==> config.mk <==
export PLATFORM = sky130hd
export DESIGN_NAME = b_type_flat
export DESIGN_NICKNAME = d
export VERILOG_FILES = /design/src/rtl/riscv_pkg.sv /design/src/rtl/instr_io.sv /design/src/rtl/branch_cmp.sv /design/src/rtl/b_type.sv /design/src/flat_wrapper.sv
export SDC_FILE = /design/constraint.sdc
export NUM_CORES = 1
export LEC_CHECK = 0
export CAP_MARGIN = 25
export CORE_UTILIZATION = 41
export CTS_CLUSTER_SIZE = 28
export DETAILED_ROUTE_END_ITERATION = 10
export GPL_TIMING_DRIVEN = 1
export HOLD_SLACK_MARGIN = 0.08
export PLACE_DENSITY = 0.8
export SLEW_MARGIN = 20
export SYNTH_ARGS = -nofsm -noshare
export SYNTH_HDL_FRONTEND = slang
export SYNTH_HIERARCHICAL = 1
export SYNTH_SLANG_ARGS = --single-unit
==> constraint.sdc <==
create_clock -name io_clk -period 7.1 [get_ports io_clk]
set_input_delay 2.13 -clock io_clk [delete_from_list [all_inputs] [get_ports io_clk]]
set_output_delay 2.13 -clock io_clk [all_outputs]
set_load 0.05 [all_outputs]
==> src/rtl/riscv_pkg.sv <==
// riscv_pkg: shared RV32I constants and the B-type funct3 encoding.
package riscv_pkg;
   localparam int XLEN = 32;
   localparam int PC_STEP = 4;
   localparam logic [6:0] B_OPCODE = 7'b1100011;
   typedef enum logic [2:0] {
      BEQ  = 3'b000,
      BNE  = 3'b001,
      BLT  = 3'b100,
      BGE  = 3'b101,
      BLTU = 3'b110,
      BGEU = 3'b111
   } branch_instr;
endpackage

==> src/rtl/instr_io.sv <==
// Instr_IO: port bus between the branch unit and whoever drives it.
interface Instr_IO #(parameter int XLEN = 32);
   logic clk;
   logic rst_n;
   logic [31:0] idata;
   logic [XLEN-1:0] iaddr;
   logic signed [XLEN-1:0] imm;
   logic signed [XLEN-1:0] rv1;
   logic signed [XLEN-1:0] rv2;
   logic [XLEN-1:0] iaddr_val;
   logic taken;
   logic illegal;
   logic misalign;
   logic [XLEN-1:0] iaddr_val_q;
   logic taken_q;
   logic illegal_q;
   logic misalign_q;
   modport dut (
      input clk, rst_n, idata, iaddr, imm, rv1, rv2,
      output iaddr_val, taken, illegal, misalign, iaddr_val_q, taken_q, illegal_q, misalign_q
   );
   modport driver (
      output clk, rst_n, idata, iaddr, imm, rv1, rv2,
      input iaddr_val, taken, illegal, misalign, iaddr_val_q, taken_q, illegal_q, misalign_q
   );
endinterface

==> src/rtl/branch_cmp.sv <==
// branch_cmp: funct3 decode and rv1/rv2 comparison for conditional branches.
module branch_cmp
   import riscv_pkg::*;
(
   input  logic [2:0]             funct3,
   input  logic signed [XLEN-1:0] rv1,
   input  logic signed [XLEN-1:0] rv2,
   output logic                   taken,
   output logic                   illegal
);
   always_comb begin
      taken = 1'b0;
      illegal = 1'b0;
      // unknown funct3 falls into default and is treated as illegal
      case (funct3)
         BEQ:     taken = rv1 == rv2;
         BNE:     taken = rv1 != rv2;
         BLT:     taken = rv1 < rv2;
         BGE:     taken = rv1 >= rv2;
         BLTU:    taken = $unsigned(rv1) < $unsigned(rv2);
         BGEU:    taken = $unsigned(rv1) >= $unsigned(rv2);
         default: illegal = 1'b1;
      endcase
   end
endmodule

==> src/rtl/b_type.sv <==
// b_type: RV32I branch resolution; combinational next PC plus a registered copy.
module b_type
   import riscv_pkg::*;
(
   Instr_IO.dut io
);
   logic [XLEN-1:0] target;
   logic            taken;
   logic            illegal;
   logic            misalign;
   logic [XLEN-1:0] next_pc;
   branch_cmp u_cmp (
      .funct3  (io.idata[14:12]),
      .rv1     (io.rv1),
      .rv2     (io.rv2),
      .taken   (taken),
      .illegal (illegal)
   );
   assign target = io.iaddr + $unsigned(io.imm);
   // an unaligned target is only flagged, never corrected
   assign misalign = taken & (|target[1:0]);
   assign next_pc = taken ? target : io.iaddr + XLEN'(PC_STEP);
   assign io.iaddr_val = next_pc;
   assign io.taken = taken;
   assign io.illegal = illegal;
   assign io.misalign = misalign;
   always_ff @(posedge io.clk or negedge io.rst_n) begin
      if (!io.rst_n) begin
         io.iaddr_val_q <= '0;
         io.taken_q <= 1'b0;
         io.illegal_q <= 1'b0;
         io.misalign_q <= 1'b0;
      end else begin
         io.iaddr_val_q <= next_pc;
         io.taken_q <= taken;
         io.illegal_q <= illegal;
         io.misalign_q <= misalign;
      end
   end
endmodule

==> src/flat_wrapper.sv <==
// flat-port wrapper written by rule: the top's interface ports become plain ports
module b_type_flat import riscv_pkg::*;
  (io_clk, io_rst_n, io_idata, io_iaddr, io_imm, io_rv1, io_rv2, io_iaddr_val, io_taken, io_illegal, io_misalign, io_iaddr_val_q, io_taken_q, io_illegal_q, io_misalign_q);
  Instr_IO io_i ();
  input wire logic [$bits(io_i.clk)-1:0] io_clk;
  input wire logic [$bits(io_i.rst_n)-1:0] io_rst_n;
  input wire logic [$bits(io_i.idata)-1:0] io_idata;
  input wire logic [$bits(io_i.iaddr)-1:0] io_iaddr;
  input wire logic [$bits(io_i.imm)-1:0] io_imm;
  input wire logic [$bits(io_i.rv1)-1:0] io_rv1;
  input wire logic [$bits(io_i.rv2)-1:0] io_rv2;
  output wire logic [$bits(io_i.iaddr_val)-1:0] io_iaddr_val;
  output wire logic [$bits(io_i.taken)-1:0] io_taken;
  output wire logic [$bits(io_i.illegal)-1:0] io_illegal;
  output wire logic [$bits(io_i.misalign)-1:0] io_misalign;
  output wire logic [$bits(io_i.iaddr_val_q)-1:0] io_iaddr_val_q;
  output wire logic [$bits(io_i.taken_q)-1:0] io_taken_q;
  output wire logic [$bits(io_i.illegal_q)-1:0] io_illegal_q;
  output wire logic [$bits(io_i.misalign_q)-1:0] io_misalign_q;
  assign io_i.clk = io_clk;
  assign io_i.rst_n = io_rst_n;
  assign io_i.idata = io_idata;
  assign io_i.iaddr = io_iaddr;
  assign io_i.imm = io_imm;
  assign io_i.rv1 = io_rv1;
  assign io_i.rv2 = io_rv2;
  assign io_iaddr_val = io_i.iaddr_val;
  assign io_taken = io_i.taken;
  assign io_illegal = io_i.illegal;
  assign io_misalign = io_i.misalign;
  assign io_iaddr_val_q = io_i.iaddr_val_q;
  assign io_taken_q = io_i.taken_q;
  assign io_illegal_q = io_i.illegal_q;
  assign io_misalign_q = io_i.misalign_q;
  b_type u_core (.io(io_i));
endmodule
==> impl_metrics.csv, run 1 <==
group,metric,value,unit
timing,final_number_of_hold_violating_endpoints,0,
setup_path,worst-path-max-fanout,3,
drt,via_per_inst,5.837,
setup_path,arrival,5.11,ns
synth,postSynthAreaPerCell,7.716,um^2
synth,yosys_warnings,6,
grt,global_route_wire_length_before_repair,27450,um
clock_tree,clock_tree.htree_level_count,2,
drt,routedWlPerCell,18.94,um
die,fp.dieArea,11340,um^2
placement,hpwl,13530,um
timing,slew_viol_final,0,
die,die_extent_in_x,106.5,um
drt,drc_errors,0,
synth,ys_async_rst_share,1.000,
setup_path,crit_type,"primary input to output port",
run_status,failed_checks,"negative setup slack",
grt,grt_start_max_net_pins,36,
grt,grt_antenna_before_repair,0,
timing,timing.final.setup_violations,6,
clock_tree,cts_inserted_buffers,5,
run_status,status,"complete, but fails checks",
grt,gr-total-overflow,0,
synth,dominantRegCellSynth,"sky130_fd_sc_hd__dfrtp_1",
setup_path,start_kind,"primary input",
setup_path,cp.required,4.97,ns
pwr,leakage,3.652,nW
drt,postRouteAntennaNets,0,
pwr,powerDensity,176.0,nW/um^2
finish,layout.cells.most_common,"sky130_fd_sc_hd__clkdlybuf4s50_1",
finish,drive_above_1_share,0.3478,
timing,final_critical_path_setup_slack,-0.1374,ns
pwr,totalPowerFinal,1.498,mW
synth,mappedNetlistArea,4476,um^2
flow_run,max_cap_violations,0,
die,initial_core_util,0.4278,
grt,via_count_of_the_first_global_routing_pass,5774,
clock_tree,cts-hold-fix-buffers,0,
timing,max_slew_margin,0.4254,
synth,postSynthNetCount,807,
timing,max_slew.worst_pin.slew,0.8619,ns
placement,gp_routability_congestion,0.9081,
worst_hold_path,class_of_the_tightest_hold_or_removal_check,"primary input to asynchronous set/reset pin",
die,count_of_standard_cell_rows,37,
synth,ys_ff_latch,35,
synth,yosys.cell_types.count,67,
pwr,ir_drop,0.0001281,V
finish,synthToLayoutAreaGrowth,90.19,%
setup_path,critPathCaptureType,"output port",
die,design.portCount,232,
synth,number_of_flops_mapped_to_enable_cells_by_yosys,0,
placement,io_buffers,202,
drt,detail_route.wirelength,18690,um
timing,final_critical_delay_including_setup_and_external_delays,7.237,ns
clock_tree,cts_num_sinks,35,
grt,grt.total_usage,0.3026,
clock_tree,tritoncts,"built",
synth,seq_area_frac_synth,0.1957,
finish,final.fill_count,639,
clock_tree,cts.path.max_buffers,2,
drt,drtPass1Iterations,7,
setup_path,critical-path-max-stage-delay,0.33,ns
drt,drt_iter0_markers,304,
finish,design.final.nets,1078,
die,core,10460,um^2
timing,setup-tns-final,-0.3911,ns
setup_path,critical_path.slowest_cell,"sky130_fd_sc_hd__nor4_4",
finish,count_of_inserted_antenna_diode_cells,0,
clock_tree,ctsRootBufferMaster,"sky130_fd_sc_hd__clkbuf_8",
timing,rsz0062_at_grt,"true",
clock_tree,clkSlewWorstSetupHoldPaths,0.09,ns
finish,final_cell_mix,"99 x sky130_fd_sc_hd__clkdlybuf4s50_1, 73 x sky130_fd_sc_hd__buf_4, 48 x sky130_fd_sc_hd__nand2_1",
drt,vias,5761,
die,die_boundary_height,106.5,um
timing,max_freq,138.2,MHz
timing,post-route-period-util,1.019,
synth,netlist_instances,580,
setup_path,timing.critical_path.cells,"clkdlybuf4s15_1, ha_4, nand4_1, nor4_4, buf_4, a211oi_4, a311oi_2, a211o_2, nor3_4, buf_6, buf_4, nand2_2, o32a_1, o21ai_2, a211oi_4, xnor2_4, buf_12",
[where the power goes]
group | switching, mW | internal [mW] | leakage [nW]
clock network | 0.0839 | 0.0764 | 0.0470
logic | 0.624 | 0.469 | 3.20
registers | 0.00945 | 0.235 | 0.405
total | 0.718 | 0.780 | 3.65
[layout make-up]
| cell class | count | area [um^2] | area share |
|---|---|---|---|
| Tap cell | 136 | 170.2 | 0.01999 |
| Inverter | 48 | 196.4 | 0.02308 |
| Multi-Input combinational cell | 478 | 4290 | 0.5040 |
| Clock buffer | 6 | 82.58 | 0.009702 |
| Sequential cell | 35 | 875.8 | 0.1029 |
| Clock inverter | 1 | 5.005 | 0.0005880 |
| Timing Repair Buffer | 283 | 2892 | 0.3397 |
[flip-flops by register name (all words and copies together), names as in the netlist]
signal	cells
u_core/io.taken_q	1
u_core/io.misalign_q	1
u_core/io.iaddr_val_q	32
u_core/io.illegal_q	1
[Yosys cell counts (2+ instances only)]
master                      count  share of area
sky130_fd_sc_hd__a31oi_1        5         0.0070
sky130_fd_sc_hd__o211ai_1       4         0.0067
sky130_fd_sc_hd__o21ai_0       19          0.021
sky130_fd_sc_hd__and4_1         3         0.0059
sky130_fd_sc_hd__xor2_1        13          0.025
sky130_fd_sc_hd__buf_2          4         0.0045
sky130_fd_sc_hd__nand4_1       15          0.021
sky130_fd_sc_hd__a311oi_1       2         0.0039
sky130_fd_sc_hd__inv_1         48          0.040
sky130_fd_sc_hd__a2111o_1       2         0.0050
sky130_fd_sc_hd__dfrtp_1       35           0.20
sky130_fd_sc_hd__a22oi_1        2         0.0034
sky130_fd_sc_hd__nor2_1        46          0.039
sky130_fd_sc_hd__and2_1         4         0.0056
sky130_fd_sc_hd__nor3_1         8         0.0089
sky130_fd_sc_hd__nand3_1       31          0.035
sky130_fd_sc_hd__nor2b_1        6         0.0084
sky130_fd_sc_hd__a21o_1        16          0.027
sky130_fd_sc_hd__nor4_1         5         0.0070
sky130_fd_sc_hd__mux2_2         2         0.0050
sky130_fd_sc_hd__xnor2_1       36          0.070
sky130_fd_sc_hd__or3_1          2         0.0028
sky130_fd_sc_hd__nand2b_1       3         0.0042
sky130_fd_sc_hd__ha_1          64           0.18
sky130_fd_sc_hd__clkbuf_1      10         0.0084
sky130_fd_sc_hd__o311a_1        2         0.0045
sky130_fd_sc_hd__o21bai_1       4         0.0067
sky130_fd_sc_hd__a21boi_0       2         0.0034
sky130_fd_sc_hd__nand2_1       50          0.042
sky130_fd_sc_hd__o2111ai_1      2         0.0039
sky130_fd_sc_hd__a211oi_1       6          0.010
sky130_fd_sc_hd__buf_1          3         0.0025
sky130_fd_sc_hd__and3_1        15          0.021
sky130_fd_sc_hd__o22ai_1        3         0.0042
sky130_fd_sc_hd__a211o_1        4         0.0078
sky130_fd_sc_hd__a21oi_1       69          0.077
sky130_fd_sc_hd__o21a_1         2         0.0034
sky130_fd_sc_hd__o21ai_1        4         0.0045
[critical path, delay by kind of cell]
| kind | cells | cell delay, ns |
|---|---|---|
| and+or+nand+nor | 4 | 0.65 |
| AOI/OAI and AO/OA | 6 | 0.98 |
| xor gates and xnor gates | 1 | 0.17 |
| adders and majority gates | 1 | 0.31 |
| buffers and inverters | 5 | 0.86 |
[cells by family after synthesis]
| family | Yosys count | synth area share |
|---|---|---|
| and+or+nand+nor | 198 | 0.2251 |
| muxes | 3 | 0.007268 |
| AOI/OAI and AO/OA | 163 | 0.2329 |
| buffers and inverters | 67 | 0.05983 |
| adders and majority gates | 65 | 0.1834 |
| xor gates and xnor gates | 49 | 0.09589 |
| DFF | 35 | 0.1957 |
[routing by layer]
| layer | GRT usage | wire length, um | vias to the layer above |
|---|---|---|---|
| met5 | 0 | 0 | - |
| met4 | 0.1213 | 833 | 0 |
| met3 | 0.04476 | 1269 | 68 |
| met2 | 0.5547 | 9503 | 324 |
| met1 | 0.3501 | 7087 | 2731 |
| li1 | - | - | 2638 |
[how the worst max path moves through the flow]
stage / startpoint / slack [ns] / cells after the start / to
6_report: io_rv1[11] / -0.14 / 17 / io_iaddr_val[31]
5_1_grt: io_rv1[11] / -0.25 / 17 / io_iaddr_val[31]
4_1_cts: io_iaddr[12] / 0.001 / 12 / io_iaddr_val[27]
3_5_place_dp: io_rv2[30] / -0.50 / 15 / io_iaddr_val[31]
3_3_place_gp: io_rv2[30] / -0.39 / 15 / io_iaddr_val[31]
2_1_floorplan: io_rv2[30] / -0.14 / 11 / io_iaddr_val[26]
[stage by stage]
step           utilization  cell area, um^2  setup WS [ns]  cells  hold WS, ns
2_1_floorplan            -             4965        -0.1447    580        1.834
3_3_place_gp        0.7344             7684        -0.3912    948        2.272
3_5_place_dp        0.7344             7684        -0.5037    948        2.287
4_1_cts             0.7786             8147       0.001189    970        1.964
5_1_grt             0.8136             8512        -0.2486    987        2.017
6_report            0.8136             8512        -0.1374    987        1.937
[what timing repair did]
item,4_1_cts,5_1_grt
endpoints found under the setup margin,34,33
hold endpoints to repair,0,0
pin swaps,62,51
gates resized for setup,201,97
cloned,0,2
buffers inserted,17,15
Note: power is estimated with default switching activity, not from simulation.
==> run 2: changes to the inputs <==
Settings changed: RECOVER_POWER from default to 50.
==> run 2 against run 1 <==
  * The run ends with max-capacitance violations, max-slew violations, negative setup slack left
  * Critical endpoint unchanged
  * Setup slack lost 0.0020 ns
  * Power shrank 0.92%
  * Clock-buffer cell count is the same
  * Design area is essentially flat
  * Largest power group unchanged
  * Die area is the same
==> impl_metrics.csv, run 2 (synthesis results as in run 1) <==
group,metric,value,unit
setup_path,cp.required,4.97,ns
grt,via_count_of_the_first_global_routing_pass,5774,
timing,timing.final.setup_violations,4,
drt,drtPass1Iterations,8,
finish,synthToLayoutAreaGrowth,90.16,%
setup_path,timing.critical_path.cells,"clkdlybuf4s15_1, ha_4, nand4_1, nor4_4, buf_4, a211oi_4, a311oi_2, a211o_2, nor3_4, buf_6, buf_4, nand2_2, o32a_1, o21ai_2, a211oi_4, xnor2_4, buf_12",
setup_path,path_delay_family,"compound AO/OA/AOI/OAI gates",
setup_path,worst-path-buf-inv,5,
clock_tree,tritoncts,"built",
setup_path,critPathCaptureType,"output port",
timing,max_slew.worst_pin.slew,2.063,ns
drt,detail_route.wirelength,18680,um
drt,routedWlPerCell,18.93,um
die,initial_core_util,0.4278,
timing,final_critical_path_setup_slack,-0.1394,ns
setup_path,worst-path-max-fanout,3,
worst_hold_path,class_of_the_tightest_hold_or_removal_check,"primary input to flop",
clock_tree,cts_num_sinks,35,
pwr,totalPowerFinal,1.484,mW
die,die_boundary_height,106.5,um
drt,vias,5779,
drt,postRouteAntennaNets,0,
finish,number_of_flip_flops_in_the_largest_register,32,
run_status,status,"complete, but fails checks",
timing,final_critical_delay_including_setup_and_external_delays,7.239,ns
setup_path,critical_path.slowest_cell,"sky130_fd_sc_hd__nor4_4",
pwr,leakage,3.652,nW
finish,multiInputGateArea,4290,um^2
clock_tree,cts_inserted_buffers,5,
timing,max_freq,138.1,MHz
clock_tree,cts.path.max_buffers,2,
finish,final_area,8511,um^2
die,die_extent_in_x,106.5,um
placement,dpl_cell_area,7684,um^2
pwr,ir_drop,0.0001243,V
timing,final_number_of_hold_violating_endpoints,0,
finish,count_of_inserted_antenna_diode_cells,0,
clock_tree,cts-hold-fix-buffers,0,
finish,layout.cells.most_common,"sky130_fd_sc_hd__buf_4",
grt,gr-total-overflow,0,
setup_path,crit_type,"primary input to output port",
setup_path,start_kind,"primary input",
timing,max_slew_margin,-0.3755,
finish,max_flop_register,"u_core/io.iaddr_val_q",
placement,gp_routability_congestion,0.9081,
finish,drive_above_1_share,0.3467,
finish,register_area,875.8,um^2
drt,drt_iter0_markers,331,
grt,global_route_wire_length_before_repair,27450,um
die,fp.dieArea,11340,um^2
finish,design.final.nets,1078,
grt,grt_antenna_before_repair,0,
timing,rsz0062_at_grt,"true",
drt,drc_errors,0,
run_status,failed_checks,"max-capacitance violations, max-slew violations, negative setup slack",
placement,post-place-ws,-0.5037,ns
grt,grt.total_usage,0.3026,
placement,io_buffers,202,
die,count_of_standard_cell_rows,37,
pwr,powerDensity,174.4,nW/um^2
setup_path,critical-path-max-stage-delay,0.33,ns
finish,final.fill_count,640,
die,core,10460,um^2
clock_tree,clkSlewWorstSetupHoldPaths,0.07,ns
grt,grt_start_max_net_pins,36,
timing,post-route-period-util,1.020,
setup_path,arrival,5.11,ns
die,design.portCount,232,
finish,final_cell_mix,"73 x sky130_fd_sc_hd__buf_4, 69 x sky130_fd_sc_hd__clkdlybuf4s50_1, 48 x sky130_fd_sc_hd__nand2_1",
clock_tree,ctsRootBufferMaster,"sky130_fd_sc_hd__clkbuf_8",
timing,slew_viol_final,36,
flow_run,max_cap_violations,1,
clock_tree,clock_tree.htree_level_count,2,
placement,hpwl,13530,um
drt,via_per_inst,5.855,
[run 2: worst paths after layout]
kind	startpoint	end	slack, ns	depth (start not counted)
min in group asynchronous	io_rst_n	u_core/io.iaddr_val_q[15]	2.42	1
hold / removal	io_iaddr[0]	u_core/io.iaddr_val_q[0]	2.29	2
max in group asynchronous	io_rst_n	u_core/io.iaddr_val_q[0]	3.50	1
setup / recovery	io_rv1[11]	io_iaddr_val[31]	-0.14	17
[run 2: cell type report]
cell class,count,area share
Multi-Input combinational cell,478,0.5041
Inverter,48,0.02308
Sequential cell,35,0.1029
Timing Repair Buffer,283,0.3396
Tap cell,136,0.01999
Clock buffer,6,0.009703
Clock inverter,1,0.0005881
[run 2: metrics by stage]
stage | setup TNS (ns) | utilization | hold WS (ns) | std cells
after floorplan | -0.3944 | - | 1.834 | 580
after detailed placement | -12.24 | 0.7344 | 2.287 | 948
final | -0.3722 | 0.8134 | 2.287 | 987
after CTS | 0 | 0.7786 | 1.964 | 970
after global routing | -1.304 | 0.8134 | 2.266 | 987
after global placement | -9.196 | 0.7344 | 2.272 | 948
[run 2: repair_timing]
item,CTS,global route
resized for setup,201,97
pin swaps,62,51
cloned,0,2
setup buffers,17,15
setup endpoints to repair,34,33
[run 2: where the power goes]
group          switching (mW)  internal, mW  total (mW)  leakage [nW]
Clock                  0.0836        0.0764       0.160        0.0470
Combinational           0.624         0.457        1.08          3.20
Sequential            0.00791         0.235       0.243         0.405
[run 2: metal layers]
| layer | part of all wire | track usage | wire length, um |
|---|---|---|---|
| met1 | 0.38 | 0.3501 | 7053 |
| met2 | 0.51 | 0.5547 | 9510 |
| met3 | 0.068 | 0.04476 | 1274 |
| met4 | 0.045 | 0.1213 | 840 |
| met5 | 0 | 0 | 0 |
